===== src/rtl/axi_dslv_pkg.sv =====
// Shared definitions for the AXI default slave: response codes, engine
// state encodings and the bit positions inside ERR_FLAGS.
package axi_dslv_pkg;

   localparam logic [1:0] RESP_OKAY   = 2'b00;
   localparam logic [1:0] RESP_EXOKAY = 2'b01;
   localparam logic [1:0] RESP_SLVERR = 2'b10;
   localparam logic [1:0] RESP_DECERR = 2'b11;

   typedef enum logic {W_IDLE = 1'b0, W_DATA = 1'b1} w_state_e;
   typedef enum logic {R_IDLE = 1'b0, R_DATA = 1'b1} r_state_e;

   localparam int ERR_EARLY_LAST   = 0;
   localparam int ERR_MISSING_LAST = 1;
   localparam int ERR_WID_MISMATCH = 2;
   localparam int ERR_FLAG_W       = 3;

endpackage


===== src/rtl/axi_dslv_fifo.sv =====
// Small synchronous FIFO with full/empty flags, used for the AW, AR and B
// queues. DEPTH must be a power of two so the pointers wrap on their own.
module axi_dslv_fifo #(
   parameter int WIDTH = 8,
   parameter int DEPTH = 4
) (
   input  logic             ACLK,
   input  logic             ARESET,
   input  logic             push,
   input  logic [WIDTH-1:0] din,
   input  logic             pop,
   output logic [WIDTH-1:0] dout,
   output logic             full,
   output logic             empty
);

   localparam int PTR_W = (DEPTH > 1) ? $clog2(DEPTH) : 1;

   logic [WIDTH-1:0] mem [DEPTH];
   logic [PTR_W-1:0] wr_ptr;
   logic [PTR_W-1:0] rd_ptr;
   logic [PTR_W:0]   count;
   logic             wr_en;
   logic             rd_en;

   assign full  = (count == (PTR_W+1)'(DEPTH));
   assign empty = (count == '0);
   assign wr_en = push && !full;
   assign rd_en = pop && !empty;
   assign dout  = mem[rd_ptr];

   // Pointer and occupancy bookkeeping; push+pop together leaves count alone
   always_ff @(posedge ACLK) begin
      if (ARESET) begin
         wr_ptr <= '0;
         rd_ptr <= '0;
         count  <= '0;
      end else begin
         if (wr_en) wr_ptr <= wr_ptr + 1'b1;
         if (rd_en) rd_ptr <= rd_ptr + 1'b1;
         case ({wr_en, rd_en})
            2'b10:   count <= count + 1'b1;
            2'b01:   count <= count - 1'b1;
            default: count <= count;
         endcase
      end
   end

   // Storage array, needs no reset since occupancy gates every read
   always_ff @(posedge ACLK) begin
      if (wr_en) mem[wr_ptr] <= din;
   end

endmodule


===== src/rtl/axi_default_slave_q.sv =====
// AXI default slave: accepts every transaction, discards write data and
// answers each burst with a fixed response code; reads return a fixed fill
// pattern. Address requests and write responses are queued so several
// transactions may be outstanding.
// Optional protocol checking is enabled with the macro AXI_DSLV_ERRCHK_EN.
module axi_default_slave_q
   import axi_dslv_pkg::*;
#(
   parameter int                    WIDTH_CID  = 4,
   parameter int                    WIDTH_ID   = 4,
   parameter int                    WIDTH_SID  = WIDTH_CID + WIDTH_ID,
   parameter int                    WIDTH_AD   = 32,
   parameter int                    WIDTH_DA   = 32,
   parameter int                    WIDTH_DS   = WIDTH_DA / 8,
   parameter int                    DEPTH_AW   = 4,
   parameter int                    DEPTH_AR   = 4,
   parameter int                    DEPTH_B    = 4,
   parameter logic [1:0]            RESP_CODE  = RESP_DECERR,
   parameter logic [WIDTH_DA-1:0]   RDATA_FILL = '1
) (
   input  logic                  ACLK,
   input  logic                  ARESET,
   input  logic [WIDTH_SID-1:0]  AWID,
   input  logic [WIDTH_AD-1:0]   AWADDR,
   input  logic [7:0]            AWLEN,
   input  logic [2:0]            AWSIZE,
   input  logic [1:0]            AWBURST,
   input  logic                  AWVALID,
   output logic                  AWREADY,
   input  logic [WIDTH_SID-1:0]  WID,
   input  logic [WIDTH_DA-1:0]   WDATA,
   input  logic [WIDTH_DS-1:0]   WSTRB,
   input  logic                  WLAST,
   input  logic                  WVALID,
   output logic                  WREADY,
   output logic [WIDTH_SID-1:0]  BID,
   output logic [1:0]            BRESP,
   output logic                  BVALID,
   input  logic                  BREADY,
   input  logic [WIDTH_SID-1:0]  ARID,
   input  logic [WIDTH_AD-1:0]   ARADDR,
   input  logic [7:0]            ARLEN,
   input  logic [2:0]            ARSIZE,
   input  logic [1:0]            ARBURST,
   input  logic                  ARVALID,
   output logic                  ARREADY,
   output logic [WIDTH_SID-1:0]  RID,
   output logic [WIDTH_DA-1:0]   RDATA,
   output logic [1:0]            RRESP,
   output logic                  RLAST,
   output logic                  RVALID,
   input  logic                  RREADY,
   output logic [ERR_FLAG_W-1:0] ERR_FLAGS
);

   localparam int QW = WIDTH_SID + 8;

   logic          aw_push, aw_pop, aw_full, aw_empty;
   logic [QW-1:0] aw_head;
   logic          ar_push, ar_pop, ar_full, ar_empty;
   logic [QW-1:0] ar_head;
   logic          b_push, b_pop, b_full, b_empty;
   logic [WIDTH_SID-1:0] b_head;

   w_state_e             w_state_q, w_state_d;
   logic [WIDTH_SID-1:0] w_id_q, w_id_d;
   logic [7:0]           w_len_q, w_len_d, w_cnt_q, w_cnt_d;
   logic                 w_beat, w_end;

   r_state_e             r_state_q, r_state_d;
   logic [WIDTH_SID-1:0] r_id_q, r_id_d;
   logic [7:0]           r_len_q, r_len_d, r_cnt_q, r_cnt_d;
   logic                 r_valid_q, r_valid_d, r_last_q, r_last_d;
   logic                 r_beat;

   assign AWREADY = !aw_full && !ARESET;
   assign aw_push = AWVALID && AWREADY;
   assign ARREADY = !ar_full && !ARESET;
   assign ar_push = ARVALID && ARREADY;

   axi_dslv_fifo #(.WIDTH(QW), .DEPTH(DEPTH_AW)) u_aw_fifo (
      .ACLK(ACLK), .ARESET(ARESET), .push(aw_push), .din({AWID, AWLEN}),
      .pop(aw_pop), .dout(aw_head), .full(aw_full), .empty(aw_empty)
   );

   axi_dslv_fifo #(.WIDTH(QW), .DEPTH(DEPTH_AR)) u_ar_fifo (
      .ACLK(ACLK), .ARESET(ARESET), .push(ar_push), .din({ARID, ARLEN}),
      .pop(ar_pop), .dout(ar_head), .full(ar_full), .empty(ar_empty)
   );

   axi_dslv_fifo #(.WIDTH(WIDTH_SID), .DEPTH(DEPTH_B)) u_b_fifo (
      .ACLK(ACLK), .ARESET(ARESET), .push(b_push), .din(w_id_q),
      .pop(b_pop), .dout(b_head), .full(b_full), .empty(b_empty)
   );

   assign WREADY = (w_state_q == W_DATA) && !ARESET;
   assign w_beat = WVALID && WREADY;
   assign w_end  = w_beat && (WLAST || (w_cnt_q == w_len_q));

   // Write engine state register
   always_ff @(posedge ACLK) begin
      if (ARESET) begin
         w_state_q <= W_IDLE;
         w_id_q    <= '0;
         w_len_q   <= '0;
         w_cnt_q   <= '0;
      end else begin
         w_state_q <= w_state_d;
         w_id_q    <= w_id_d;
         w_len_q   <= w_len_d;
         w_cnt_q   <= w_cnt_d;
      end
   end

   // Write engine: take a queued AW only when a B slot is free, then sink beats
   always_comb begin
      w_state_d = w_state_q;
      w_id_d    = w_id_q;
      w_len_d   = w_len_q;
      w_cnt_d   = w_cnt_q;
      aw_pop    = 1'b0;
      b_push    = 1'b0;
      case (w_state_q)
         W_IDLE: begin
            if (!aw_empty && !b_full) begin
               aw_pop    = 1'b1;
               w_id_d    = aw_head[QW-1:8];
               w_len_d   = aw_head[7:0];
               w_cnt_d   = '0;
               w_state_d = W_DATA;
            end
         end
         W_DATA: begin
            if (w_end) begin
               b_push    = 1'b1;
               w_cnt_d   = '0;
               w_state_d = W_IDLE;
            end else if (w_beat) begin
               w_cnt_d = w_cnt_q + 8'd1;
            end
         end
         default: w_state_d = W_IDLE;
      endcase
   end

   assign BVALID = !b_empty && !ARESET;
   assign BID    = BVALID ? b_head : '0;
   assign BRESP  = RESP_CODE;
   assign b_pop  = BVALID && BREADY;

   assign RVALID = r_valid_q && !ARESET;
   assign RLAST  = r_last_q && !ARESET;
   assign RID    = RVALID ? r_id_q : '0;
   assign RDATA  = RDATA_FILL;
   assign RRESP  = RESP_CODE;
   assign r_beat = RVALID && RREADY;

   // Read engine state register
   always_ff @(posedge ACLK) begin
      if (ARESET) begin
         r_state_q <= R_IDLE;
         r_id_q    <= '0;
         r_len_q   <= '0;
         r_cnt_q   <= '0;
         r_valid_q <= 1'b0;
         r_last_q  <= 1'b0;
      end else begin
         r_state_q <= r_state_d;
         r_id_q    <= r_id_d;
         r_len_q   <= r_len_d;
         r_cnt_q   <= r_cnt_d;
         r_valid_q <= r_valid_d;
         r_last_q  <= r_last_d;
      end
   end

   // Read engine: launch a queued AR, then stream len+1 beats of fill data
   always_comb begin
      r_state_d = r_state_q;
      r_id_d    = r_id_q;
      r_len_d   = r_len_q;
      r_cnt_d   = r_cnt_q;
      r_valid_d = r_valid_q;
      r_last_d  = r_last_q;
      ar_pop    = 1'b0;
      case (r_state_q)
         R_IDLE: begin
            if (!ar_empty) begin
               ar_pop    = 1'b1;
               r_id_d    = ar_head[QW-1:8];
               r_len_d   = ar_head[7:0];
               r_cnt_d   = '0;
               r_valid_d = 1'b1;
               r_last_d  = (ar_head[7:0] == 8'd0);
               r_state_d = R_DATA;
            end
         end
         R_DATA: begin
            if (r_beat) begin
               if (r_cnt_q == r_len_q) begin
                  r_valid_d = 1'b0;
                  r_last_d  = 1'b0;
                  r_state_d = R_IDLE;
               end else begin
                  r_cnt_d  = r_cnt_q + 8'd1;
                  r_last_d = ((r_cnt_q + 8'd1) == r_len_q);
               end
            end
         end
         default: r_state_d = R_IDLE;
      endcase
   end

`ifdef AXI_DSLV_ERRCHK_EN
   logic [ERR_FLAG_W-1:0] err_q;

   // Sticky protocol checks on every accepted write beat
   always_ff @(posedge ACLK) begin
      if (ARESET) begin
         err_q <= '0;
      end else if (w_beat) begin
         if (WLAST && (w_cnt_q != w_len_q)) err_q[ERR_EARLY_LAST] <= 1'b1;
         if (!WLAST && (w_cnt_q == w_len_q)) err_q[ERR_MISSING_LAST] <= 1'b1;
         if (WID != w_id_q) err_q[ERR_WID_MISMATCH] <= 1'b1;
      end
   end

   assign ERR_FLAGS = err_q;
`else
   logic unused_wid;
   assign unused_wid = ^WID;
   assign ERR_FLAGS  = '0;
`endif

   logic unused_inputs;
   assign unused_inputs = ^{AWADDR, AWSIZE, AWBURST, WDATA, WSTRB,
                            ARADDR, ARSIZE, ARBURST};

endmodule

===== config.mk =====
export PLATFORM = sky130hd
export DESIGN_NAME = axi_default_slave_q
export DESIGN_NICKNAME = d
export VERILOG_FILES = /design/src/rtl/axi_dslv_pkg.sv /design/src/rtl/axi_dslv_fifo.sv /design/src/rtl/axi_default_slave_q.sv
export SDC_FILE = /design/constraint.sdc
export NUM_CORES = 1
export LEC_CHECK = 0
export CORE_UTILIZATION = 53
export CTS_BUF_LIST = sky130_fd_sc_hd__clkbuf_8
export DETAILED_ROUTE_END_ITERATION = 6
export PLACE_DENSITY_LB_ADDON = 0.05
export SYNTH_ARGS = -nofsm -noshare
export SYNTH_HDL_FRONTEND = slang
export SYNTH_HIERARCHICAL = 1
export SYNTH_SLANG_ARGS = --single-unit

===== constraint.sdc =====
create_clock -name ACLK -period 3.6 [get_ports ACLK]
set_input_delay 0.36 -clock ACLK [delete_from_list [all_inputs] [get_ports ACLK]]
set_output_delay 0.36 -clock ACLK [all_outputs]
set_load 0.01 [all_outputs]

==> flow_metrics.py <==
metrics = {
    "synth": {
        "yosysSeqAreaShare_pct": 62.7,
        "synthTopCellsByCount": "edfxtp_1 (160), dfxtp_1 (79), nand2_1 (73), a21oi_1 (51), buf_4 (39)",
        "synth_top_family_by_area": "simple AND/OR/NAND/NOR gates",
        "netlist_top_cells_area": "edfxtp_1 (47%), dfxtp_1 (16%), mux4_2 (6.2%)",
        "synth_top_area_cell": "edfxtp_1",
        "synthSimpleGateAreaFrac_pct": 9.95,
        "synth_ff_type": "edfxtp_1",
        "yosys_register_bits": 239,
        "muxShareOfSynthArea_pct": 9.58,
        "synth_xor_area_share_pct": 3.10,
        "synth.most_common_cell": "edfxtp_1",
        "synth.distinct_cells": 57,
        "yosys_warnings": 6,
        "synth-edff-count": 160,
        "syn_avg_cell_area_um2": 13.7,
        "netlist_area_um2": 10200,
        "synth_compound_area_share_pct": 5.96,
        "netlist.area_leader.share_pct": 47.2,
        "synth_fa_ha_area_share_pct": 2.68,
        "syn_inst": 743,
        "async_flop_share_pct": 0,
    },
    "routing": {
        "post_drt_wl_per_cell_um": 16.8,
        "drt_wl_total_um": 18300,
        "first_pass_iters": 4,
        "drtIter0Drc": 286,
        "via_count": 5837,
        "via_per_inst": 5.36,
        "drc": 0,
        "ant_nets": 0,
    },
    "finish": {
        "fillers": 1444,
        "layout.nets": 1002,
        "utilization_pct": 61.7,
        "design_area_um2": 11600,
        "drive_above_1_share_pct": 12.5,
        "synthToLayoutAreaGrowth_pct": 13.7,
        "fin_cells": 1090,
    },
    "sta": {
        "finalSetupTns_ps": 0,
        "maxSlewHeadroom_pct": 31.1,
        "drv_slew": 0,
        "finalCriticalPeriod_ps": 2740,
        "setup_viol": 0,
        "period_share_pct": 76.2,
        "finalHoldViolCount": 0,
        "worst_pin_slew_ps": 1030,
        "timing.fmax_ghz": 0.365,
        "rsz0062_at_grt": "false",
        "skew_ps": 16.2,
        "hold_slack_ps": 188,
    },
    "floorplan": {
        "core-area_um2": 18800,
        "die_h_um": 141,
        "initial_core_util_pct": 54.3,
        "die_area_um2": 19800,
        "pin_count": 219,
        "chipWidth_um": 141,
        "num_rows": 50,
    },
    "clock_network": {
        "cts.repair.resized": 0,
        "holdBufCountCts": 0,
        "cts_sinks": 239,
        "cts_inserted_buffers": 40,
        "clkTransAtPathRegs_ps": 60,
        "cts_buffer_depth": 3,
        "cts_tree": "yes",
        "ctsHtreeMaxLevel": 2,
        "insertion_delay_ps": 520,
        "post_cts_buffers": 0,
        "root_buffer": "clkbuf_8",
    },
    "global_route": {
        "grt_pass1_vias": 5917,
        "met2_usage_pct": 33.3,
        "grt_pass1_wl_um": 29800,
        "grt-ovfl-total": 0,
        "grt_max_degree": 35,
        "met1_usage_pct": 24.8,
        "grt_use_met3_pct": 3.91,
        "antenna_found_initial": 0,
        "grtUsageTotal_pct": 19.3,
        "top_usage_layer": "met2",
    },
    "place": {
        "dp_hpwl_um": 12000,
        "placed_area_um2": 10800,
        "gp_congestion": 0.827,
        "port_buffers": 61,
        "placed_cells": 1016,
    },
    "worst_setup_path": {
        "worstPathRequired_ps": 4040,
        "cp_max_fo": 10,
        "crit_path_end_kind": "flip-flop",
        "path_class": "reg -> reg",
        "critPathArrivalTime_ps": 3180,
        "start_kind": "flip-flop",
    },
    "pwr": {
        "p_leak_nw": 4.05,
        "powerDensity_nw_per_um2": 575,
        "ir_worst_vdd_mv": 0.308,
    },
    "job": {
        "drv_cap": 0,
    },
    "hold_path": {
        "worstHoldPathType": "in -> reg",
    },
    "status": {
        "outcome": "finished, final reports clean",
    },
}
[layer usage]
metal	wire [um]	up-vias
met4	335	0
met2	8990	147
li1	-	2792
met1	8130	2862
met3	854	36
met5	0	-
[where the power goes]
| group | switching, W | internal, W | total [W] |
|---|---|---|---|
| sequential | 0.000189 | 0.00316 | 0.00334 |
| combinational | 0.000635 | 0.000470 | 0.00111 |
| clock | 0.00102 | 0.00119 | 0.00221 |
| total | 0.00184 | 0.00481 | 0.00666 |
[worst max-delay path, cell delays in order, from the launching register on]
cell and delay, ps:
dfxtp_1 460, nor3_2 100, nor2_1 430, and2_1 250, o31ai_2 90, inv_1 80, ha_1 180, inv_1 70
fa_1 420, xor2_1 150, or3_1 300, a21oi_1 140
[worst paths after layout]
path,startpoint,endpoint,slack [ps],cells past startpoint
hold / removal,ARESET,u_aw_fifo/wr_ptr[0],190,2
setup reg to reg,u_b_fifo/count[0],u_b_fifo/count[2],860,11
setup / recovery,u_b_fifo/count[0],u_b_fifo/count[2],860,11
hold reg to reg,r_id_q[0],r_id_q[0],450,2
[cell type report]
cell class	count	area [um^2]	area share, %
Antenna cell	2	5.00	0.0432
Clock buffer	47	647	5.59
Clock inverter	25	104	0.897
Inverter	33	124	1.07
Multi-Input combinational cell	438	3330	28.8
Sequential cell	239	6390	55.2
Tap cell	234	293	2.53
Timing Repair Buffer	72	688	5.94
[cell families after synthesis]
kind of cell | after synthesis
fa+ha+maj | 20
other cells | 2
xor+xnor | 36
compound gates | 97
simple gates | 203
mux | 43
flops | 239
buf+inv | 103
[placed cells by master, fill, tap and decap left out, types with 11 or more instances in the layout]
cell	count
edfxtp_1	160
dfxtp_1	79
nand2_1	73
clkdlybuf4s50_1	60
a21oi_1	51
clkbuf_8	47
inv_1	42
conb_1	39
nor2_1	38
and2_1	33
xor2_1	29
mux4_2	28
ha_1	17
o21ai_0	13
or3_1	12
mux4_1	12
buf_4	11
[state kept, by name, summed over array words and instances, names as in the netlist, 2 cells and up, named ones only]
signal and cells:
r_id_q 8, u_ar_fifo/count 3, u_b_fifo/mem 32, w_id_q 8, u_aw_fifo/wr_ptr 2, u_b_fifo/count 3, u_aw_fifo/count 3, r_len_q 8
u_b_fifo/rd_ptr 2, u_aw_fifo/mem 64, r_cnt_q 8, u_b_fifo/wr_ptr 2, u_ar_fifo/mem 64, u_ar_fifo/wr_ptr 2, w_cnt_q 8, u_aw_fifo/rd_ptr 2
u_ar_fifo/rd_ptr 2, w_len_q 8
[through the flow]
step | worst slack (ps) | power, W
final | 858 | 0.00666
after floorplan | 787 | 0.00417
after detailed placement | 774 | 0.00451
after global placement | 847 | 0.00446
after CTS | 787 | 0.00673
after global routing | 625 | 0.00701
(Power assumes the default switching activity.)
